`src/rtl/bus_arbiter_rr_pkg.sv`:
```
// Shared definitions for the round-robin bus arbiter: active-low grant/request
// encodings and the upper bound on the number of masters.
package bus_arbiter_rr_pkg;

  // Request and grant lines are active-low on this bus.
  localparam logic ENABLE_  = 1'b0;
  localparam logic DISABLE_ = 1'b1;

  // Largest arbiter this bus supports.
  localparam int BUS_ARB_MAX_MASTERS = 16;

endpackage

```
`src/rtl/bus_arbiter_rr_if.sv`:
```
// Arbiter handshake bundle: per-master requests in, per-master grants,
// owner index and handover pulse out.
interface bus_arbiter_rr_if #(
  parameter int NUM_MASTERS = 4
);
  localparam int OWNER_W = $clog2(NUM_MASTERS);

  logic [NUM_MASTERS-1:0] req_;
  logic [NUM_MASTERS-1:0] grnt_;
  logic [OWNER_W-1:0]     owner;
  logic                   handover;

  // Masters drive requests and observe the arbitration result.
  modport master (output req_, input grnt_, input owner, input handover);

  // The arbiter samples requests and drives the result.
  modport slave (input req_, output grnt_, output owner, output handover);
endinterface

```
`src/rtl/bus_arbiter_rr_pick.sv`:
```
// Rotating-priority search: finds the first requesting master after the
// current owner (owner+1, owner+2, ... modulo NUM_MASTERS). The owner itself
// is never a candidate, so found=1 always means a different master.
module bus_arb_rr_pick #(
  parameter int NUM_MASTERS = 4,
  localparam int OWNER_W = $clog2(NUM_MASTERS)
) (
  input  logic [NUM_MASTERS-1:0] req,
  input  logic [OWNER_W-1:0]     owner,
  output logic                   found,
  output logic [OWNER_W-1:0]     next_idx
);

  logic [OWNER_W:0]   sum;
  logic [OWNER_W-1:0] cand;

  // Walk candidates farthest-first so the nearest requester is assigned last.
  always_comb begin
    // NOTE: every output of a combinational block gets a default first, so no
    // path leaves it unassigned and no latch is inferred.
    found    = 1'b0;
    next_idx = owner;
    sum      = '0;
    cand     = '0;
    for (int k = NUM_MASTERS - 1; k >= 1; k--) begin
      sum = {1'b0, owner} + (OWNER_W + 1)'(k);
      if (sum >= (OWNER_W + 1)'(NUM_MASTERS)) begin
        sum = sum - (OWNER_W + 1)'(NUM_MASTERS);
      end
      cand = sum[OWNER_W-1:0];
      if (req[cand]) begin
        found    = 1'b1;
        next_idx = cand;
      end
    end
  end

endmodule

```
`src/rtl/bus_arbiter_rr.sv`:
```
// Round-robin bus arbiter with parking and one-cycle grant latency.
// Optional tenure limit compiled in with macro BUS_ARB_TENURE_LIMIT_EN:
// a contended owner is forced off after MAX_TENURE consecutive cycles.
module bus_arbiter_rr
  import bus_arbiter_rr_pkg::*;
#(
  parameter int NUM_MASTERS = 4,
  parameter int MAX_TENURE  = 16
) (
  input  logic           clk,
  input  logic           reset,
  bus_arbiter_rr_if.slave bus
);

  localparam int OWNER_W = $clog2(NUM_MASTERS);

  if (NUM_MASTERS < 2 || NUM_MASTERS > BUS_ARB_MAX_MASTERS) begin : g_bad_num_masters
    $fatal(1, "bus_arbiter_rr: NUM_MASTERS=%0d outside 2..%0d", NUM_MASTERS, BUS_ARB_MAX_MASTERS);
  end
  if (MAX_TENURE < 2 || MAX_TENURE > 256) begin : g_bad_max_tenure
    $fatal(1, "bus_arbiter_rr: MAX_TENURE=%0d outside 2..256", MAX_TENURE);
  end

  logic [NUM_MASTERS-1:0] req;
  logic [OWNER_W-1:0]     owner_q;
  logic                   handover_q;
  logic                   found;
  logic [OWNER_W-1:0]     next_idx;
  logic                   expired;
  logic                   keep;
  logic                   switch_owner;

  assign req = ~bus.req_;

  bus_arb_rr_pick #(
    .NUM_MASTERS(NUM_MASTERS)
  ) u_pick (
    .req      (req),
    .owner    (owner_q),
    .found    (found),
    .next_idx (next_idx)
  );

`ifdef BUS_ARB_TENURE_LIMIT_EN
  localparam int TEN_W = $clog2(MAX_TENURE);
  logic [TEN_W-1:0] tenure_q;

  assign expired = (tenure_q == TEN_W'(MAX_TENURE - 1));

  // Tenure counter: restarts with each new owner, saturates once expired.
  always_ff @(posedge clk) begin
    if (reset) begin
      tenure_q <= '0;
    end else if (switch_owner) begin
      tenure_q <= '0;
    end else if (!expired) begin
      tenure_q <= tenure_q + TEN_W'(1);
    end
  end
`else
  assign expired = 1'b0;
`endif

  // Owner keeps the bus while requesting within its tenure; otherwise the
  // nearest other requester takes over, and with none the owner parks.
  assign keep         = req[owner_q] && !expired;
  assign switch_owner = !keep && found;

  // Owner register and registered handover pulse.
  always_ff @(posedge clk) begin
    // NOTE: state registers use non-blocking assignments so every flop
    // samples pre-edge values regardless of statement order.
    if (reset) begin
      owner_q    <= '0;
      handover_q <= 1'b0;
    end else begin
      owner_q    <= switch_owner ? next_idx : owner_q;
      handover_q <= switch_owner;
    end
  end

  // Grant decode: exactly one line active, the owner's.
  always_comb begin
    bus.grnt_          = {NUM_MASTERS{DISABLE_}};
    bus.grnt_[owner_q] = ENABLE_;
  end

  assign bus.owner    = owner_q;
  assign bus.handover = handover_q;

endmodule

```
`src/flat_wrapper.sv`:
```
// flat-port wrapper written by rule: the top's interface ports become plain ports
module bus_arbiter_rr_flat import bus_arbiter_rr_pkg::*;
#(
  parameter int NUM_MASTERS = 4,
  parameter int MAX_TENURE  = 16
)
  (clk, reset, bus_req_, bus_grnt_, bus_owner, bus_handover);
  bus_arbiter_rr_if #(.NUM_MASTERS(NUM_MASTERS)) bus_i ();
  input  logic clk;
  input  logic reset;
  input wire logic [$bits(bus_i.req_)-1:0] bus_req_;
  output wire logic [$bits(bus_i.grnt_)-1:0] bus_grnt_;
  output wire logic [$bits(bus_i.owner)-1:0] bus_owner;
  output wire logic [$bits(bus_i.handover)-1:0] bus_handover;
  assign bus_i.req_ = bus_req_;
  assign bus_grnt_ = bus_i.grnt_;
  assign bus_owner = bus_i.owner;
  assign bus_handover = bus_i.handover;
  bus_arbiter_rr #(.NUM_MASTERS(NUM_MASTERS), .MAX_TENURE(MAX_TENURE)) u_core (.clk(clk), .reset(reset), .bus(bus_i));
endmodule
```
`config.mk`:
```
export PLATFORM = sky130hd
export DESIGN_NAME = bus_arbiter_rr_flat
export DESIGN_NICKNAME = d
export VERILOG_FILES = /design/src/rtl/bus_arbiter_rr_pkg.sv /design/src/rtl/bus_arbiter_rr_if.sv /design/src/rtl/bus_arbiter_rr_pick.sv /design/src/rtl/bus_arbiter_rr.sv /design/src/flat_wrapper.sv
export SDC_FILE = /design/constraint.sdc
export NUM_CORES = 1
export LEC_CHECK = 0
export ABC_AREA = 1
export CORE_AREA = 2 2 39 41
export CTS_CLUSTER_SIZE = 12
export DETAILED_ROUTE_END_ITERATION = 8
export DIE_AREA = 0 0 41 43
export PLACE_DENSITY_LB_ADDON = 0.3
export SLEW_MARGIN = 20
export SYNTH_ARGS = -nofsm -noshare
export SYNTH_HDL_FRONTEND = slang
export SYNTH_HIERARCHICAL = 1
export SYNTH_SLANG_ARGS = --single-unit
```
`constraint.sdc`:
```
create_clock -name clk -period 1.37 [get_ports clk]
set_clock_uncertainty 0.05 [all_clocks]
set_input_delay 0.274 -clock clk [delete_from_list [all_inputs] [get_ports clk]]
set_output_delay 0.274 -clock clk [all_outputs]
set_load 0.01 [all_outputs]
```
==> results of run 1 <==
[repair_timing]
item	in CTS	in global routing
gates resized for setup	33	17
setup buffers	6	2
pin swaps	9	12
cloned	1	0
endpoints found under the setup margin	10	7
[flip-flops by register name, indices dropped and copies added (netlist names)]
| name | cells |
|---|---|
| u_core/bus.owner | 2 |
| u_core/bus.handover | 1 |
[cell type report]
class | count | share of cell area [%]
Timing Repair Buffer | 32 | 34.8
Inverter | 19 | 9.97
Clock buffer | 4 | 3.13
Multi-Input combinational cell | 59 | 41.7
Tap cell | 16 | 2.38
Sequential cell | 3 | 8.04
[logic make-up after synthesis]
| logic type | Yosys count |
|---|---|
| and+or+nand+nor | 56 |
| buffers and inverters | 20 |
| DFF | 3 |
| AOI/OAI and AO/OA | 3 |
[power by group]
part | internal (mW) | leakage, nW | switching [mW]
combinational | 0.869 | 0.438 | 0.861
clock | 0.109 | 0.0150 | 0.0440
sequential | 0.145 | 0.0261 | 0.0540
total | 1.12 | 0.480 | 0.959
[metal layers]
| layer | up-vias | global-route usage, % |
|---|---|---|
| met5 | - | 0 |
| met4 | 0 | 6.00 |
| met3 | 0 | 6.81 |
| met2 | 13 | 25.3 |
| met1 | 251 | 19.5 |
| li1 | 309 | - |
[worst max-delay path, delay by kind of cell (launching register included)]
kind,cells,cell delay (ns)
buffers and inverters,5,0.45
DFF,1,0.37
and+or+nand+nor,7,0.50
[stage by stage]
stage,hold slack (ns),setup slack (ns)
6_report,0.584,-0.0922
3_5_place_dp,0.563,-0.426
2_1_floorplan,0.296,-0.0378
3_3_place_gp,0.573,-0.406
4_1_cts,0.585,-0.101
5_1_grt,0.607,-0.183
[Yosys cell counts, drive strengths merged]
master,instances
a21oi,2
buf,1
dfxtp,3
inv,19
nand2,43
nand3,8
nand3b,1
nor2,3
o21ai,1
or2,1
[worst max-delay path by stage]
stage | start | end | slack [ns] | cells past startpoint
after CTS | u_core/bus.owner[0]$_SDFFE_PP0P_ | u_core/bus.owner[1]$_SDFFE_PP0P_ | -0.10 | 10
after detailed placement | bus_req_[2] | u_core/bus.owner[1]$_SDFFE_PP0P_ | -0.43 | 11
final | u_core/bus.owner[0]$_SDFFE_PP0P_ | u_core/bus.owner[1]$_SDFFE_PP0P_ | -0.09 | 12
after floorplan | u_core/bus.owner[0]$_SDFFE_PP0P_ | u_core/bus.owner[1]$_SDFFE_PP0P_ | -0.04 | 10
after global placement | bus_req_[2] | u_core/bus.owner[1]$_SDFFE_PP0P_ | -0.41 | 11
after global routing | u_core/bus.owner[0]$_SDFFE_PP0P_ | u_core/bus.owner[1]$_SDFFE_PP0P_ | -0.18 | 12
==> results.md, run 1 <==
- The maximum clock rate is 684 MHz.
- The setup TNS is -0.174 ns.
- The clock passes through at most 2 buffers.
- The post-route worst setup slack is -0.0922 ns.
- The clock tree root driver cell is clkbuf_4.
- Global routing used around 16% of the available tracks across all layers.
- Pin placement for this block handled 13 I/O pins.
- In this run the worst path has a maximum fanout of 6.
- In this run the horizontal extent of the chip is 41 um.
- After the last flow step, the layout net total stands at around 120.
- The placed instance count is 120.
- The antenna diode count is 0.
- Synthesis instantiated 15 different standard cells from the library.
- The estimated wirelength of the detail-placed design is 750 um.
- The clock reaches the later pin of the worst-skew pair after 0.23 ns.
- The count of hold buffers inserted by post-cts repair is 0.
- The path class of the tightest hold or removal check is in -> reg.
- Of the cells placed in the final design, the portion with a size suffix greater than 1 is roughly half.
- Across the VDD grid, the largest voltage drop is ~1.2 mV.
- The total overflow left after global routing is 0.
- The endpoint identified for the worst register-to-register timing path is u_core/bus.owner[1]$_SDFFE_PP0P_.
- On the critical path, the stage with the largest delay is an instance of dfxtp_4.
- Max-cap violations in this run came to 0.
- Of the total synthesized cell area, the portion taken by AND, OR, NAND and NOR gates is 60.4%.
- The type of destination of the critical path is a flop.
- The mean instance size in the synthesized netlist is between 5 and 6 um^2.
- The register area share after synthesis is 14.3%.
- The CTS tree is built.
- The region available for standard cell placement spans 0.00138 mm^2.
- The most common cell after layout, fill and taps aside is nand2_1.
- Counting every net in the synthesized netlist gives 88.
- The largest family of logic cells by synthesized area is simple AND/OR/NAND/NOR gates.
- The via count of the first global-routing pass came to just over 500.
- In this run, CTS created clock tree buffers numbering 3.
- The routed length on met2 is between 600 and 700 um.
- The worst hold path passes through 2 cells.
- The first-pass GRT wire length is just under 2000 um.
- Fill cells in the final layout number about 120.
- The cell type contributing the most total cell area after synthesis is nand2_1.
- Dividing the detail-routed via count by the number of cells gives about 4.3.
- The portion of netlist area occupied by mux cells is 0%.
- The final reports fail on setup timing.
- In this run the number of H-tree levels came out at 1.
- The first-pass iteration count of the detailed router is 4.
- The TritonCTS sink count is 3.
- The run finished, with violations left.
- For this run, design rule violations remaining after detail routing come to 0.
- The most repeated library cell on the critical path is nand2_1.
- The end-of-flow core utilization is around three fifths.
- The die outline height is 43 um.
- Detailed routing placed a total of just over 60 um of wire on met3.
- The total chip power is ~2.1 mW.
- The area share of fa/ha/maj cells after synthesis is 0%.
- The synthesis warning total is 6.
- The worst max-slew margin expressed relative to the limit is 90.8%.
- The critical path is of the reg -> reg type.
- For this block, the routed nets add up to between 1000 and 1500 um of wire.
- The final route contains around 570 vias.
- The largest net degree at the start of global routing is 7.
- The layout-stage area growth over the synthesis result is 100%.
- Walking the worst path, the cells encountered are buf_8 > clkinv_8 > nand2_2 > nand3_2 > buf_4 > nand2_1 > nand2_1 > nand2_1 > inv_1 > nand3b_1 > nand2_1 > inv_1.
- In this run, synthesis produced a sequential element count of 3.
- The mapped cell area is between 400 and 500 um^2.
- The standard-cell row count is 14.
- The worst hold path begins at reset.
- The leakage power is ~0.48 nW.
- The data arrival time of the critical path is 1.54 ns.
- Setup violations remaining at the end of the flow were counted as 3.
- The synthesized instance count is 82.
- STA puts the critical path data required time at approximately 1.5 ns.
- The highest metal layer carrying signal wires in the routed design is met3.
- Registers take around 68 um^2.
- The final critical path takes up 107% of the cycle.
- Setup repair after global routing could not meet its margin everywhere.
- The final hold violation count came to 0.
- For hold timing, the worst endpoint is u_core/bus.handover$_SDFF_PP0_.
- Clock-pin slew was measured on the worst setup and hold paths at 0.03 ns.
- The wire length on met1 is slightly above 500 um.
- Sorting the synthesized cells by area gives the leading types as nand2_1, inv_1, dfxtp_1.
- The delay of the slowest cell on the worst path is 0.37 ns.
- The count of buffers added on input and output ports is 12.
- The synthesized-area fraction occupied by ao, oa, aoi and oai cells is about 4.5%.
- The final critical path time including I/O delays and setup is between 1 and 1.5 ns.
- The worst register-to-register path has a depth of 12.
- The multi-input logic area is between 300 and 400 um^2.
- In this run the critical register-to-register path is launched from u_core/bus.owner[0]$_SDFFE_PP0P_.
- The library cells used most frequently in the layout, excluding fill and tap cells, are nand2_1, buf_4, nand2_2, inv_1, dlygate4sd2_1.
- Setup slack on the worst reg-to-reg path comes out at -0.09 ns.
- In this run the remaining antenna-violating nets after routing total 0.
- After detailed routing, the average wire length per cell comes to between 9 and 10 um.
- The worst setup path is launched from a flop.
- The final non-filler cell total is 133.
- The initial antenna violation count was 0.
- The final instance area is between 800 and 900 um^2.
- At the end of routability-driven placement, the weighted congestion stood at slightly below 0.8.
- For this block, the initial DRC count from the detailed router was 8.
- The standard cell area after detailed placement is 651 um^2.
- The effective utilization at floorplan is between 30% and 40%.
- For the pin with the worst max-slew slack, the measured transition is 0.138 ns.
- The number of max-slew violations in the final report was 0.
- The floorplan step defined a die boundary enclosing roughly 0.0018 mm^2.
- Dividing total power by cell area gives a power density of 2480 mW/mm^2.
- The fraction of synthesized cell area taken by the top area cell type is roughly 34%.
- The synthesized netlist devotes 0% of its cell area to XOR and XNOR gates.
No activity file was read; power rests on OpenSTA's default activity.
==> inputs of run 2 (changes only) <==
--- a/config.mk
+++ b/config.mk
@@ -10,6 +10,7 @@
 export CTS_CLUSTER_SIZE = 12
 export DETAILED_ROUTE_END_ITERATION = 8
 export DIE_AREA = 0 0 41 43
+export MAX_ROUTING_LAYER = met4
 export PLACE_DENSITY_LB_ADDON = 0.3
 export SLEW_MARGIN = 20
 export SYNTH_ARGS = -nofsm -noshare
==> run 2 against run 1 <==
The flow still finishes with violations (setup timing). Maximum frequency rose by 0.14%. First-iteration DRC count grew 13%. Wire length about the same. Count of clock-buffer cells in the layout stayed put. Die area unchanged. Utilization is the same. Power hardly changed. Non-clock buffer count did not move. Hold slack did not move. Sequential share of layout area did not move. Cell area did not move. Register-to-register slack is essentially flat. Critical path type unchanged. Largest cell class unchanged.
==> results.md, run 2 (synthesized netlist as in run 1, its figures left out) <==
- The number of H-tree levels was 1 (unchanged).
- The horizontal die dimension is 41 um (unchanged).
- The worst vdd rail ir drop is 1.19 mV (about the same).
- The clock tree root driver cell is clkbuf_4.
- The overall via count from detail_route is 572 (-0.17%).
- The number of DRC violations after detailed routing is 0 (unchanged).
- The worst hold-check slack is 0.584 ns (unchanged).
- The global route total overflow is 0 (unchanged).
- The most common cell after layout, fill and taps aside is nand2_1.
- The end-of-flow core utilization came to 60.8% (unchanged).
- The net count reported at finish is 124 (unchanged).
- The DRC violation total after the first TritonRoute iteration is 9 (+1).
- The effective utilization at floorplan is 30.4% (unchanged).
- The die outline height is 43 um (unchanged).
- The initial antenna violation count is 0 (unchanged).
- Leaving out fill and tap cells, the most frequent cells in the layout are nand2_1, buf_4, nand2_2, inv_1, dlygate4sd2_1.
- The estimated wirelength of the detail-placed design was 750 um (unchanged).
- The maximum clock rate is 685 MHz (+0.14%).
- The average vias per placed instance is 4.30 (-0.17%).
- The via count of the first global-routing pass is 505 (-0.20%).
- Setup repair after global routing could not meet its margin everywhere.
- The cell that appears most often on the critical path is nand2_1.
- The remaining antenna violation count is 0 (unchanged).
- The number of port buffers was 12 (unchanged).
- The largest net degree at the start of global routing is 7 (unchanged).
- The standard-cell row count is 14 (unchanged).
- The final instance area is 841 um^2 (unchanged).
- The post-placement worst setup slack is -0.426 ns (unchanged).
- The number of filler cells placed in the layout is 123 (unchanged).
- The worst max-slew margin expressed relative to the limit is 90.7% (about the same).
- The final weighted congestion in routability-driven placement was 0.794 (+1.4%).
- The number of cells traversed by the worst hold path is 2 (unchanged).
- The post-route worst setup slack was -0.0902 ns (+0.00200 ns).
- The checks that failed: setup timing.
- TritonCTS built the clock tree.
- The final critical path time including I/O delays and setup came to 1.46 ns (-0.00200 ns).
- The type of destination of the critical path is a flop.
- The flow ran to the end, but the final reports show violations.
- The worst hold path belongs to the class in -> reg.
- The required time of the worst setup path came to 1.45 ns (about the same).
- The type of the worst setup path is reg -> reg.
- The highest net fanout along the worst path was 6 (unchanged).
- The power density over the cells is 2470 mW/mm^2 (about the same).
- The portion of the clock cycle consumed by the worst path in the final layout came to 107% (-0.15 points).
- The clock transition time at the flip-flop clock pins of the worst setup and hold paths is 0.03 ns (about the same).
- The standard cell area after detailed placement was 651 um^2 (unchanged).
- The reg-to-reg critical path endpoint is u_core/bus.owner[1]$_SDFFE_PP0P_.
- The CTS buffer count is 3 (unchanged).
- The first-pass GRT wire length came to 1970 um (unchanged).
- STA classifies the critical path startpoint as a flop.
- The clock latency on the worst-skew pair is 0.23 ns (about the same).
- The number of ports placed on the die boundary is 13 (unchanged).
- The worst hold endpoint is u_core/bus.handover$_SDFF_PP0_.
- The TritonCTS sink count is 3 (unchanged).
- The first-pass iteration count of the detailed router was 4 (unchanged).
- The layout-stage area growth over the synthesis result is 100% (unchanged).
- The final hold violation count is 0 (unchanged).
- The data arrival time of the critical path is 1.54 ns (about the same).
- The transition time of the tightest slew-check pin was 0.139 ns (+0.00103 ns).
- The total of max-cap violations was 0 (unchanged).
- The delay of the slowest cell on the worst path is 0.37 ns (about the same).
- The core footprint is 0.00138 mm^2 (unchanged).
- The post-detailed-route wirelength per cell is 9.26 um (about the same).
- The signal on the critical path passes through buf_8 > clkinv_8 > nand2_2 > nand3_2 > buf_4 > nand2_1 > nand2_1 > nand2_1 > inv_1 > nand3b_1 > nand2_1 > inv_1.
- The share of layout cells above drive strength 1 is 51.3% (unchanged).
- The setup slack of the worst register-to-register path is -0.09 ns (about the same).
- On the critical path, the stage with the largest delay is an instance of dfxtp_4.
- The die footprint is 0.00176 mm^2 (unchanged).
- The leakage power is 0.480 nW (unchanged).
- The routed wire length was 1230 um (about the same).
- The source of the worst hold timing path is reset.
- The antenna diode count is 0 (unchanged).
- The origin of the critical flop-to-flop path is u_core/bus.owner[0]$_SDFFE_PP0P_.
- The final-report setup violation count is 3 (unchanged).
- The buffer levels on the longest clock path is 2 (unchanged).
- The worst reg2reg path depth is 12 (unchanged).
- The number of max-slew violations in the final report is 0 (unchanged).
- The number of flip-flops in the largest register is 2 (unchanged).
- The total routing resource utilization after global routing is 16.8% (+0.40 points).
## run 2: cell counts in the layout (fill, tap and decap cells not counted)
Identical to the previous run, type by type.
## run 2: per-stage QoR
stage	std cells	setup TNS (ns)	power [mW]
2_1_floorplan	82	-0.0382	0.970
3_3_place_gp	120	-1.24	1.43
3_5_place_dp	120	-1.25	1.43
4_1_cts	131	-0.186	1.81
5_1_grt	133	-0.479	2.26
6_report	133	-0.172	2.08
## run 2: repair_timing
item,4_1_cts,5_1_grt
hold buffers,0,0
pin swaps,9,12
setup buffers,6,2
hold endpoints to repair,0,0
cloned,1,0
resized for setup,33,17
endpoints found under the setup margin,10,7
## run 2: worst max path at each step
stage	startpoint	endpoint	slack (ns)	cells after the start
6_report	u_core/bus.owner[0]$_SDFFE_PP0P_	u_core/bus.owner[1]$_SDFFE_PP0P_	-0.09	12
3_5_place_dp	bus_req_[2]	u_core/bus.owner[1]$_SDFFE_PP0P_	-0.43	11
4_1_cts	u_core/bus.owner[0]$_SDFFE_PP0P_	u_core/bus.owner[1]$_SDFFE_PP0P_	-0.10	10
2_1_floorplan	u_core/bus.owner[0]$_SDFFE_PP0P_	u_core/bus.owner[1]$_SDFFE_PP0P_	-0.04	10
3_3_place_gp	bus_req_[2]	u_core/bus.owner[1]$_SDFFE_PP0P_	-0.41	11
5_1_grt	u_core/bus.owner[0]$_SDFFE_PP0P_	u_core/bus.owner[1]$_SDFFE_PP0P_	-0.18	12
## run 2: final cells by class
cell class | count | area [um^2] | share of cell area (%)
Clock buffer | 4 | 26.3 | 3.13
Inverter | 19 | 83.8 | 9.97
Multi-Input combinational cell | 59 | 350 | 41.7
Sequential cell | 3 | 67.6 | 8.04
Tap cell | 16 | 20.0 | 2.38
Timing Repair Buffer | 32 | 293 | 34.8
## run 2: routing by layer
layer,vias to the layer above,track usage [%],wire length (um)
li1,308,-,-
met1,251,19.5,509
met2,13,25.3,659
met3,0,6.81,62
met4,0,6.00,0
met5,-,-,0
## run 2: power by group
| group | total [mW] | switching, mW | internal, mW | leakage [nW] |
|---|---|---|---|---|
| clock | 0.153 | 0.0440 | 0.109 | 0.0150 |
| combinational | 1.73 | 0.859 | 0.869 | 0.438 |
| sequential | 0.199 | 0.0539 | 0.145 | 0.0261 |
## run 2: worst max-delay path: cells and delay by family, from the launching register on
family	cells	cell delay, ns
AND/OR/NAND/NOR	7	0.50
buffers and inverters	5	0.45
flip-flops	1	0.37
==> patch (config.mk and constraints of run 2) <==
`NUM_MASTERS` is set to 4 in 4 places; all go to 2.
--- a/src/rtl/bus_arbiter_rr_if.sv
+++ b/src/rtl/bus_arbiter_rr_if.sv
@@ -3,3 +3,3 @@
 interface bus_arbiter_rr_if #(
-  parameter int NUM_MASTERS = 4
+  parameter int NUM_MASTERS = 2
 );
--- a/src/rtl/bus_arbiter_rr_pick.sv
+++ b/src/rtl/bus_arbiter_rr_pick.sv
@@ -4,3 +4,3 @@
 module bus_arb_rr_pick #(
-  parameter int NUM_MASTERS = 4,
+  parameter int NUM_MASTERS = 2,
   localparam int OWNER_W = $clog2(NUM_MASTERS)
--- a/src/rtl/bus_arbiter_rr.sv
+++ b/src/rtl/bus_arbiter_rr.sv
@@ -6,3 +6,3 @@
 #(
-  parameter int NUM_MASTERS = 4,
+  parameter int NUM_MASTERS = 2,
   parameter int MAX_TENURE  = 16
--- a/src/flat_wrapper.sv
+++ b/src/flat_wrapper.sv
@@ -3,3 +3,3 @@
 #(
-  parameter int NUM_MASTERS = 4,
+  parameter int NUM_MASTERS = 2,
   parameter int MAX_TENURE  = 16
Ports: changed (resized bus_grnt_, bus_owner and bus_req_); port bits go from 13 to 8. No check against the original RTL was run, so the function may have changed too.
==> patch against run 2 <==
Sequential cell count fell by 1; routed wire length shrank 78%; die area did not move; area after synthesis decreased by 68%; critical path depth fell by 10; sequential share of layout area increased by 7.7 points; cell area shrank 70%; register-to-register slack gained 0.35 ns; total power fell by 88%; worst setup slack better by 0.24 ns; highest routed layer unchanged.
==> patch: results (changes against run 2) <==
p_leak_uw: 0.0001432  # -70%
clk_latency_ns: 0.22
peakVddDrop_uv: 275.3  # -77%
hp-class: "input port to register"
clkCellAreaFrac: 0.08824  # +0.05699
grt_pass1_vias: 117  # -77%
multi_input_area_share: 0.2598  # -0.1569
ys_seq_area_frac: 0.2936  # +0.1507
fill_cells: 162  # +32%
cts_made_buffers: 3  # unchanged
sh_seq_area: 0.1569  # +0.07651
synth_nets: 26  # -70%
drt_iter0_markers: 0  # -9
place_ws_ns: -0.03514  # +0.3912 ns
rr_startpoint: "u_core/bus.owner$_SDFFE_PP0P_"
n_all_buffers: 9  # -72%
grt_max_degree: 6  # -1
buf_share: 0.3284  # -0.01978
synth_common_cells: "nand2_1 (7), inv_1 (5), dfxtp_1 (2), nand2_2 (2)"
crit_fanout: 4  # -2
drt_first_pass_iters: 1  # -3
p_sw_uw: 54.58  # -94%
slowest_delay_ns: 0.36
yosys-top-cells-area: "dfxtp_1 (29%), nand2_1 (19%), inv_1 (14%), nand2_2 (9.2%), nand3_2 (7.3%)"
cts_resized: 3  # -91%
cts-root-buf: "clkbuf_4"
n_all_inverters: 6  # -13
async_flop_share: 0  # unchanged
cts.sinks: 2  # -1
antenna_found_initial: 0  # unchanged
wire_per_inst_um: 5.551  # -40%
outcome: "completed"
cp_slowest_cell: "dfxtp_1"
synth_ff_type: "dfxtp_1"
ys_types: 10  # -5
multi_input_cells: 13  # -78%
place_congestion: 0.6301  # -21%
antenna_cells: 0  # unchanged
fin_nets: 39  # -69%
cts_htree_levels: 1  # unchanged
reg2reg_slack_ns: 0.26  # +0.35 ns
dp_hpwl_um: 231.2  # -69%
io_buffers: 7  # -5
vias: 149  # -74%
arrival_ns: 0.90  # -0.64 ns
grt_pass1_wl_um: 400  # -80%
relSlewSlack: 0.9012  # -0.005969
cts_setup_buffers: 0  # -6
crit_type: "register to primary output"
grt_use_total: 0.03692  # -0.1315
drive_above_1_share: 0.3030  # -0.2098
==> patch: stage by stage <==
stage,util,area [um^2],hold slack [ns],std cells
5_1_grt,0.1844,255.2,0.5804,49
3_3_place_gp,0.1691,234.0,0.6199,46
2_1_floorplan,-,136.4,0.2864,22
4_1_cts,0.1826,252.7,0.5677,49
6_report,0.1844,255.2,0.5735,49
3_5_place_dp,0.1691,234.0,0.6295,46
==> patch: worst max-delay path: cells and delay by family, from the launching register on <==
family                 cells  cell delay [ns]
DFF                        1             0.36
buffers and inverters      2             0.32
==> patch: power by group through the flow <==
| stage | clock [uW] | combinational (uW) | sequential (uW) |
|---|---|---|---|
| final | 122 | 53.8 | 64.6 |
| after global routing | 139 | 60.6 | 65.1 |
| after CTS | 130 | 55.5 | 64.8 |
| after detailed placement | 0 | 59.3 | 65.6 |
| after global placement | 0 | 59.0 | 65.6 |
| after floorplan | 0 | 26.6 | 68.6 |
==> patch: worst paths after layout <==
check / endpoint / cells after the start
min reg2reg: u_core/bus.handover$_SDFF_PP0_ / 5
min: u_core/bus.owner$_SDFFE_PP0P_ / 2
max reg2reg: u_core/bus.owner$_SDFFE_PP0P_ / 7
max: bus_grnt_[1] / 2
==> patch: layer usage <==
| metal | wire (um) | vias up | track usage |
|---|---|---|---|
| met5 | 0 | - | - |
| met4 | 0 | 0 | 0.04000 |
| met3 | 29 | 0 | 0.01571 |
| met2 | 126 | 5 | 0.04688 |
| met1 | 116 | 59 | 0.03822 |
| li1 | - | 85 | - |
==> patch: logic make-up (layout without fill, tap and decap cells) <==
logic type,Yosys count,in the layout,share of synthesized area
simple gates,11,11,0.3853
buf+inv,7,18,0.2202
compound gates,2,2,0.1009
flops,2,2,0.2936
